--- config.mk ---
export PLATFORM = sky130hd
export DESIGN_NAME = controlador_display_flat
export DESIGN_NICKNAME = d
export VERILOG_FILES = /design/src/rtl/controlador_display_if.sv /design/src/rtl/controlador_display.sv /design/src/flat_wrapper.sv
export SDC_FILE = /design/constraint.sdc
export NUM_CORES = 1
export LEC_CHECK = 0
export BUFFER_PORTS_ARGS = -buffer_cell sky130_fd_sc_hd__buf_2
export CAP_MARGIN = 20
export CORE_MARGIN = 8
export CORE_UTILIZATION = 33
export CTS_BUF_LIST = sky130_fd_sc_hd__clkbuf_8
export CTS_CLUSTER_DIAMETER = 40
export CTS_CLUSTER_SIZE = 10
export DETAILED_ROUTE_END_ITERATION = 10
export PLACE_DENSITY_LB_ADDON = 0.05
export SLEW_MARGIN = 20
export SYNTH_ARGS = -nofsm -noshare
export SYNTH_HDL_FRONTEND = slang
export SYNTH_SLANG_ARGS = --single-unit
--- constraint.sdc ---
create_clock -name clk -period 2.2 [get_ports clk]
set_input_delay 0.33 -clock clk [delete_from_list [all_inputs] [get_ports clk]]
set_output_delay 0.33 -clock clk [all_outputs]
set_load 0.02 [all_outputs]
--- src/rtl/controlador_display_if.sv ---
// Value handshake and display bus between a producer and controlador_display.
// The producer drives num_in/num_valid. The controller returns num_ready and
// the scanned digit outputs.
interface controlador_display_if;
   logic [7:0] num_in;
   logic       num_valid;
   logic       num_ready;
   logic [3:0] digit_bcd;
   logic [2:0] digit_sel;
   logic       sat;

   modport master (
      output num_in, num_valid,
      input  num_ready, digit_bcd, digit_sel, sat
   );

   modport slave (
      input  num_in, num_valid,
      output num_ready, digit_bcd, digit_sel, sat
   );
endinterface

--- src/rtl/controlador_display.sv ---
// controlador_display: converts an 8-bit value (clamped to 150) into three BCD
// digits with a serial double-dabble engine. It then time-multiplexes one
// shared Decodificador9 across centenas/decenas/unidades. Each digit is
// selected in turn, and leading zeros can optionally be blanked.
module controlador_display #(
   parameter int SCAN_DIV      = 50000,
   parameter bit BLANK_LEADING = 1'b1
) (
   input logic            clk,
   input logic            rst,
   controlador_display_if.slave bus
);

   localparam int CW = $clog2(SCAN_DIV);

   typedef enum logic [1:0] {
      ST_IDLE    = 2'd0,
      ST_CONVERT = 2'd1,
      ST_COMMIT  = 2'd2
   } state_t;

   state_t        state_r;
   logic [7:0]    bin_r;
   logic [11:0]   bcd_r;
   logic [2:0]    iter_r;
   logic          clamp_r;
   logic          ready_r;
   logic [3:0]    cen_r;
   logic [3:0]    dec_r;
   logic [3:0]    uni_r;
   logic          sat_r;

   logic [CW-1:0] scan_cnt_r;
   logic [1:0]    digit_r;      // 0 = unidades, 1 = decenas, 2 = centenas

   logic [11:0]   bcd_adj_s;
   logic          cen_blank_s;
   logic          dec_blank_s;
   logic [3:0]    digit_bcd_s;
   logic [2:0]    digit_sel_s;

   // Double-dabble correction: every BCD nibble of 5 or more gets +3 before the shift.
   function automatic logic [11:0] dabble_adjust(input logic [11:0] b);
      logic [11:0] r;
      r = b;
      for (int i = 0; i < 3; i++) begin
         if (r[i*4 +: 4] >= 4'd5) begin
            r[i*4 +: 4] = r[i*4 +: 4] + 4'd3;
         end else begin
            r[i*4 +: 4] = r[i*4 +: 4];
         end
      end
      return r;
   endfunction

   // Correction applied to the accumulator ahead of each conversion shift.
   always_comb begin
      bcd_adj_s = dabble_adjust(bcd_r);
   end

   // Conversion FSM: accept, shift-add-3 for eight iterations, commit to the display.
   always_ff @(posedge clk or posedge rst) begin
      if (rst) begin
         state_r <= ST_IDLE;
         bin_r   <= 8'd0;
         bcd_r   <= 12'd0;
         iter_r  <= 3'd0;
         clamp_r <= 1'b0;
         ready_r <= 1'b0;
         cen_r   <= 4'd0;
         dec_r   <= 4'd0;
         uni_r   <= 4'd0;
         sat_r   <= 1'b0;
      end else begin
         case (state_r)
            ST_IDLE: begin
               if (ready_r && bus.num_valid) begin
                  bin_r   <= (bus.num_in > 8'd150) ? 8'd150 : bus.num_in;
                  clamp_r <= (bus.num_in > 8'd150);
                  bcd_r   <= 12'd0;
                  iter_r  <= 3'd0;
                  ready_r <= 1'b0;
                  state_r <= ST_CONVERT;
               end else begin
                  ready_r <= 1'b1;
               end
            end
            ST_CONVERT: begin
               bcd_r  <= {bcd_adj_s[10:0], bin_r[7]};
               bin_r  <= {bin_r[6:0], 1'b0};
               iter_r <= iter_r + 3'd1;
               if (iter_r == 3'd7) begin
                  state_r <= ST_COMMIT;
               end else begin
                  state_r <= ST_CONVERT;
               end
            end
            ST_COMMIT: begin
               cen_r   <= bcd_r[11:8];
               dec_r   <= bcd_r[7:4];
               uni_r   <= bcd_r[3:0];
               sat_r   <= clamp_r;
               ready_r <= 1'b1;
               state_r <= ST_IDLE;
            end
            default: begin
               ready_r <= 1'b0;
               state_r <= ST_IDLE;
            end
         endcase
      end
   end

   // Scan engine: hold each digit for SCAN_DIV cycles, then rotate unidades -> decenas -> centenas.
   always_ff @(posedge clk or posedge rst) begin
      if (rst) begin
         scan_cnt_r <= '0;
         digit_r    <= 2'd0;
      end else if (scan_cnt_r == CW'(SCAN_DIV - 1)) begin
         scan_cnt_r <= '0;
         digit_r    <= (digit_r == 2'd2) ? 2'd0 : digit_r + 2'd1;
      end else begin
         scan_cnt_r <= scan_cnt_r + CW'(1);
      end
   end

   // Digit mux and leading-zero blanking, decoded from registers only.
   always_comb begin
      cen_blank_s = BLANK_LEADING && (cen_r == 4'd0);
      dec_blank_s = BLANK_LEADING && (cen_r == 4'd0) && (dec_r == 4'd0);
      digit_bcd_s = 4'd0;
      digit_sel_s = 3'b000;
      case (digit_r)
         2'd0: begin
            digit_bcd_s = uni_r;
            digit_sel_s = 3'b001;
         end
         2'd1: begin
            digit_bcd_s = dec_r;
            digit_sel_s = dec_blank_s ? 3'b000 : 3'b010;
         end
         2'd2: begin
            digit_bcd_s = cen_r;
            digit_sel_s = cen_blank_s ? 3'b000 : 3'b100;
         end
         default: begin
            digit_bcd_s = 4'd0;
            digit_sel_s = 3'b000;
         end
      endcase
   end

   assign bus.num_ready = ready_r;
   assign bus.digit_bcd = digit_bcd_s;
   assign bus.digit_sel = digit_sel_s;
   assign bus.sat       = sat_r;

endmodule

--- src/flat_wrapper.sv ---
// flat-port wrapper written by rule: the top's interface ports become plain ports
module controlador_display_flat 
#(
   parameter int SCAN_DIV      = 50000,
   parameter bit BLANK_LEADING = 1'b1
)
  (clk, rst, bus_num_in, bus_num_valid, bus_num_ready, bus_digit_bcd, bus_digit_sel, bus_sat);
  controlador_display_if bus_i ();
  input logic clk;
  input logic rst;
  input wire logic [$bits(bus_i.num_in)-1:0] bus_num_in;
  input wire logic [$bits(bus_i.num_valid)-1:0] bus_num_valid;
  output wire logic [$bits(bus_i.num_ready)-1:0] bus_num_ready;
  output wire logic [$bits(bus_i.digit_bcd)-1:0] bus_digit_bcd;
  output wire logic [$bits(bus_i.digit_sel)-1:0] bus_digit_sel;
  output wire logic [$bits(bus_i.sat)-1:0] bus_sat;
  assign bus_i.num_in = bus_num_in;
  assign bus_i.num_valid = bus_num_valid;
  assign bus_num_ready = bus_i.num_ready;
  assign bus_digit_bcd = bus_i.digit_bcd;
  assign bus_digit_sel = bus_i.digit_sel;
  assign bus_sat = bus_i.sat;
  controlador_display #(.SCAN_DIV(SCAN_DIV), .BLANK_LEADING(BLANK_LEADING)) u_core (.clk(clk), .rst(rst), .bus(bus_i));
endmodule
# After elaboration in Yosys (flattened, before gate mapping)
# Cells that the tools add are included.
# totals
input_bits	11
out_inout_bits	9
word_cells	59
register_bits	58
# classes
addsub	6
n_reduce_logical	9
mux	21
order_cmp	4
n_eq_ne	7
# ops
op	n
12-bit one-hot mux with 2 select lines	1
16-bit by 1-bit adder with 16-bit output (second input constant)	1
16-bit == test (second input constant)	1
16-bit two-way mux	1
8-bit two-way mux	2
8-bit one-hot mux with 2 select lines	1
4-bit by 3-bit >= comparator with 1-bit output (second input constant)	3
12-bit two-way mux	1
4-bit one-hot mux with 3 select lines	1
3-bit two-way mux	3
3-bit one-hot mux with 3 select lines	1
4-bit by 2-bit adder with 4-bit output (second input constant)	2
8-bit > comparator (second input constant)	1
4-bit logical NOT	2
2-bit two-way mux	4
4-bit two-way mux	2
3-bit one-hot mux with 2 select lines	1
2-bit by 1-bit == test with 1-bit output (second input constant)	2
2-bit == test (second input constant)	2
2-bit logical NOT	2
2-bit one-hot mux with 2 select lines	1
2-bit AND reduction	2
3-bit by 1-bit adder with 3-bit output (second input constant)	1
3-bit by 2-bit adder with 3-bit output (second input constant)	1
7 further kinds	8

# Logic depth before layout (Yosys ltp)
# depth
ltp_word	4
depth_mapped	7
depth_no_buf	6

# Worst setup path before layout
# OpenSTA, ideal clock, no wires.
# synth_path
kind	register to output
startpoint	register u_core.digit_r[0]
endpoint	output port bus_digit_sel[1]
n_path_buf	1
path_slack_ns	0.545
required_time_ns	1.870
stages_incl_launch_ff	4
arrival_ns	1.325
cell_sequence	dfrtp_1 clkbuf_1 nor2b_1 a21boi_0
# synth_between
elab_chain_cells	2
word_cells_on_any_way	4
cone_classes	eq/ne: 2; mux: 1; reduce/logical: 1
# synth_lines
item	line_no	source
from (decl)	controlador_display.sv:34	logic [1:0] digit_r;
from (signal assigned)	controlador_display.sv:121	digit_r <= (digit_r == 2'd2) ? 2'd0 : digit_r + 2'd1;
2-bit == test (tied with other cells)	controlador_display.sv:133	case (digit_r)
3-bit one-hot mux with 3 select lines (*)	controlador_display.sv:133	
to (decl)	flat_wrapper.sv:15	output wire logic [$bits(bus_i.digit_sel)-1:0] bus_digit_sel;
# Mark *: on every way between the ends. The rest lies on a longest branch, timed or not.

# Worst setup path in the final report
# layout_path
startpoint	register u_core.cen_r[3]
endpoint	output port bus_digit_sel[1]
# layout_between
elab_chain_cells	4
# layout_lines
item	line_no	source
from (decl)	controlador_display.sv:28	logic [3:0] cen_r;
from (signal assigned)	controlador_display.sv:99	cen_r <= bcd_r[11:8];
4-bit logical NOT	controlador_display.sv:130	dec_blank_s = BLANK_LEADING && (cen_r == 4'd0) && (dec_r == 4'd0);
1-bit logical AND	controlador_display.sv:130	
2-bit two-way mux	controlador_display.sv:140	digit_sel_s = dec_blank_s ? 3'b000 : 3'b010;
3-bit one-hot mux with 3 select lines	controlador_display.sv:133	
# Every way passes these cells.

==> impl_summary.log <==
INFO  metric hold_slack = roughly 0.047 ns
INFO  metric path_class = register to primary output
INFO  metric die-width = ~110 um
INFO  metric setup_viol_count_final = 0
INFO  metric cts_made_buffers = 9
INFO  metric layout.cells.most_common = dfrtp_1
INFO  metric drcViolationCount = 0
INFO  metric number_of_gates_resized_after_cts = 0
INFO  metric fin_total_pwr = 3.89 mW
INFO  metric boundaryPins = 20
INFO  metric post_drt_wl_per_cell = around 15 um
INFO  metric ys_seq_area_share = 51.6%
INFO  metric tns = 0 ns
INFO  metric result_of_the_run = finished clean
INFO  metric mostFrequentLayoutCells = dfrtp_1, nand2_1, buf_2
INFO  metric post_synth_inst_count = about 250
INFO  metric rsz_0062_raised_after_global_routing = no
INFO  metric die_area = about 12000 sq um
INFO  metric detail_route.first_pass.iterations = 4
INFO  metric power.share.combinational = 31.7%
INFO  metric ys_dominant_reg_cell = dfrtp_1
INFO  metric route.antenna.remaining_nets = 0
INFO  metric worst_path_dominant_cell_family = flip-flops
INFO  metric detailroute.via_count = 1931
INFO  metric critPathBufInv = 1
INFO  metric max_freq = approximately 560 MHz
INFO  metric initial_utilization = roughly 34%
INFO  metric pin_count_of_the_biggest_net_entering_global_routing = between 50 and 60
INFO  metric yosys_warnings = 0
INFO  metric worst_ep_arrival_time = 1.45 ns
INFO  metric clkSinkCount = just under 60
INFO  metric cts.repair_timing.setup_buffer_count = 0
INFO  metric endpoint_kind = primary output
INFO  metric grt.overflow.total = 0
INFO  metric routed_via_density = approximately 5.0
INFO  metric clk-insertion-delay-late = roughly 0.33 ns
INFO  metric cellPowerDensity = roughly 1200 nW/um^2
INFO  metric fin_crit_sh = between 80 and 90%
INFO  metric row_count = 33
INFO  metric postSynth.asyncResetShare = 100%
INFO  metric post_synth_instance_area = 2810 sq um
INFO  metric p_sw_share = roughly a third
INFO  metric placement.setup.worst_slack = 0.538 ns
INFO  metric syn_to_final_growth = 15.3%
INFO  metric track_usage = around 11%
INFO  metric critical_path.reg2reg.startpoint = u_core.scan_cnt_r[0]
INFO  metric groute.layer.met2.usage = around 15%
INFO  metric fin_ws = around 0.42 ns
INFO  metric worstReg2RegEnd = u_core.scan_cnt_r[14]
INFO  metric synth.net_count = 273
INFO  metric path_clk_slew = about 0.070 ns
INFO  metric period_needed = 1.78 ns
INFO  metric seq_power_share = 42.1%
INFO  metric worst-r2r-cell-count = 5
INFO  metric report.final.slew_viol_count = 0
INFO  metric worst_hold_path_type = input pin to asynchronous set/reset pin
INFO  metric placer_congestion_estimate = 0.697
INFO  metric antenna_found_initial = 0
INFO  metric timing.slew.headroom = 62.6%
INFO  metric cts-hold-fix-buffers = 0
INFO  metric finalClockSkew = between 0.006 and 0.007 ns
INFO  metric switching_power = around 1.3 mW
INFO  metric setup_slack_of_the_worst_register_to_register_path = approximately 0.52 ns
INFO  metric hpwlAfterDp = around 3900 um
INFO  metric routed_wirelength = 5690 um
INFO  metric final_util = around two fifths
INFO  metric global_route.usage.met3 = 2.91%
INFO  metric first_global_vias = a little under 2000
INFO  metric timing.critical_path.required = between 1.5 and 2 ns
INFO  metric design.final.nets = just under 300
INFO  metric cts.path.max_buffers = 2
INFO  metric synth_cell_types = 50
INFO  metric grt_first_pass_wirelength = just under 10000 um
INFO  metric synth_area_per_cell = between 10 and 15 sq um
INFO  metric placeableCoreArea = ~8300 sq um
INFO  metric ys_ff_latch = 58
INFO  metric worst-slew-pin-transition = 0.559 ns
INFO  metric io_buffer_count = 19
INFO  metric timing.critical_path.from_type = register
INFO  metric root_buffer = clkbuf_8
INFO  metric max_cap_viol_count = 0
INFO  metric layout-drive-gt1-share = a little over a fifth
INFO  metric die_h = 108 um
INFO  metric power.internal = ~2.6 mW
INFO  metric antenna_cells = 0
INFO  metric synth-edff-count = 0
INFO  metric drt_iter0_drc = approximately 90
INFO  metric ir_drop = around 400 uV
INFO  metric gr-usage-met1 = between 10 and 15%
INFO  metric power.clock.fraction = 26.2%
INFO  metric global_route_layer_with_the_greatest_usage = met1
INFO  metric cp_slowest_cell = dfrtp_1
INFO  metric cts_tree = yes
INFO  metric finalHoldViolations = 0
INFO  metric nFillCells = ~830
INFO  metric timing.critical_path.cells = nor4_1, a21boi_0, buf_2
INFO  metric crit_fanout = 3
INFO  metric h-tree-depth = 3
INFO  metric p_leak = 1.45 nW
INFO  metric critical_path.max_stage_delay = roughly 0.42 ns
-- synth_stat cells (2+ instances only) --
master / count / area, sq um
clkbuf_1: 4 / 15.0
mux2_2: 12 / 135
xnor2_1: 7 / 61.3
nand2_1: 24 / 90.1
nand3_1: 8 / 40.0
inv_1: 10 / 37.5
buf_2: 6 / 30.0
nand3b_1: 5 / 37.5
a22o_1: 3 / 26.3
mux2_1: 2 / 22.5
xor2_1: 8 / 70.1
nor3b_1: 3 / 22.5
nand4_1: 4 / 25.0
o21ai_0: 12 / 60.1
dfrtp_1: 58 / 1450
o22ai_1: 5 / 31.3
o221a_2: 3 / 33.8
and2_1: 2 / 12.5
mux2i_1: 8 / 80.1
ha_1: 9 / 113
o31ai_1: 4 / 30.0
nor4_1: 2 / 12.5
a32o_1: 3 / 30.0
nor2b_1: 6 / 37.5
nor2_1: 9 / 33.8
a21oi_1: 8 / 40.0
nand2b_1: 5 / 31.3
-- worst max-delay path by stage --
stage	from	to	slack [ns]	depth (start not counted)
2_1_floorplan	rst	u_core.bcd_r[0]	0.44	1
3_3_place_gp	u_core.scan_cnt_r[5]	u_core.scan_cnt_r[9]	0.54	5
3_5_place_dp	u_core.scan_cnt_r[0]	u_core.scan_cnt_r[9]	0.54	6
4_1_cts	u_core.cen_r[3]	bus_digit_sel[1]	0.36	3
5_1_grt	u_core.digit_r[0]	bus_digit_sel[1]	0.25	3
6_report	u_core.cen_r[3]	bus_digit_sel[1]	0.42	3
-- kinds of logic (layout without fill, tap and decap cells) --
| logic type | after synthesis | in the layout | synth area share, % |
|---|---|---|---|
| buffers and inverters | 22 | 51 | 3.60 |
| muxes | 22 | 22 | 8.45 |
| AOI/OAI and AO/OA | 48 | 48 | 11.7 |
| xor gates and xnor gates | 15 | 15 | 4.67 |
| DFF | 58 | 58 | 51.6 |
| and+or+nand+nor | 79 | 79 | 16.1 |
| adders and majority gates | 9 | 9 | 4.00 |
-- power by group through the flow --
stage / sequential [mW] / combinational (mW) / clock (mW)
detailed placement: 1.66 / 1.25 / 0
global placement: 1.66 / 1.24 / 0
finish: 1.64 / 1.23 / 1.02
floorplan: 1.57 / 0.985 / 0
global route: 1.69 / 1.41 / 1.09
CTS: 1.64 / 1.26 / 1.05
-- sequential cells by signal (all words and copies together), names as in the netlist, 2 cells and up --
| register | flops |
|---|---|
| u_core.scan_cnt_r | 16 |
| u_core.bin_r | 8 |
| u_core.dec_r | 4 |
| u_core.state_r | 2 |
| u_core.digit_r | 2 |
| u_core.cen_r | 4 |
| u_core.bcd_r | 12 |
| u_core.iter_r | 3 |
| u_core.uni_r | 4 |
-- stage by stage --
stage	instances	cell area [sq um]
2_1_floorplan	253	2810
3_3_place_gp	372	3040
3_5_place_dp	372	3040
4_1_cts	387	3250
5_1_grt	387	3250
6_report	387	3250
-- metal layers --
layer | share of wire (%) | up-vias | wire length [um]
met5 | 0 | - | 0
li1 | - | 951 | -
met3 | 3.8 | 10 | 216
met4 | 1.9 | 0 | 110
met1 | 53 | 940 | 3040
met2 | 41 | 30 | 2320
-- layout make-up --
| cell class | instances | area (sq um) | area share (%) |
|---|---|---|---|
| Sequential cell | 58 | 1450 | 44.7 |
| Multi-Input combinational cell | 173 | 1260 | 38.9 |
| Clock buffer | 12 | 165 | 5.09 |
| Timing Repair Buffer | 26 | 160 | 4.93 |
| Tap cell | 105 | 131 | 4.05 |
| Clock inverter | 3 | 38.8 | 1.20 |
| Inverter | 10 | 37.5 | 1.16 |
-- worst min-delay path, stage by stage --
cell	delay, ns
buf_2	0.10
inv_2	0.06
buf_12	0.28
Power figures use the tool's default switching activity.
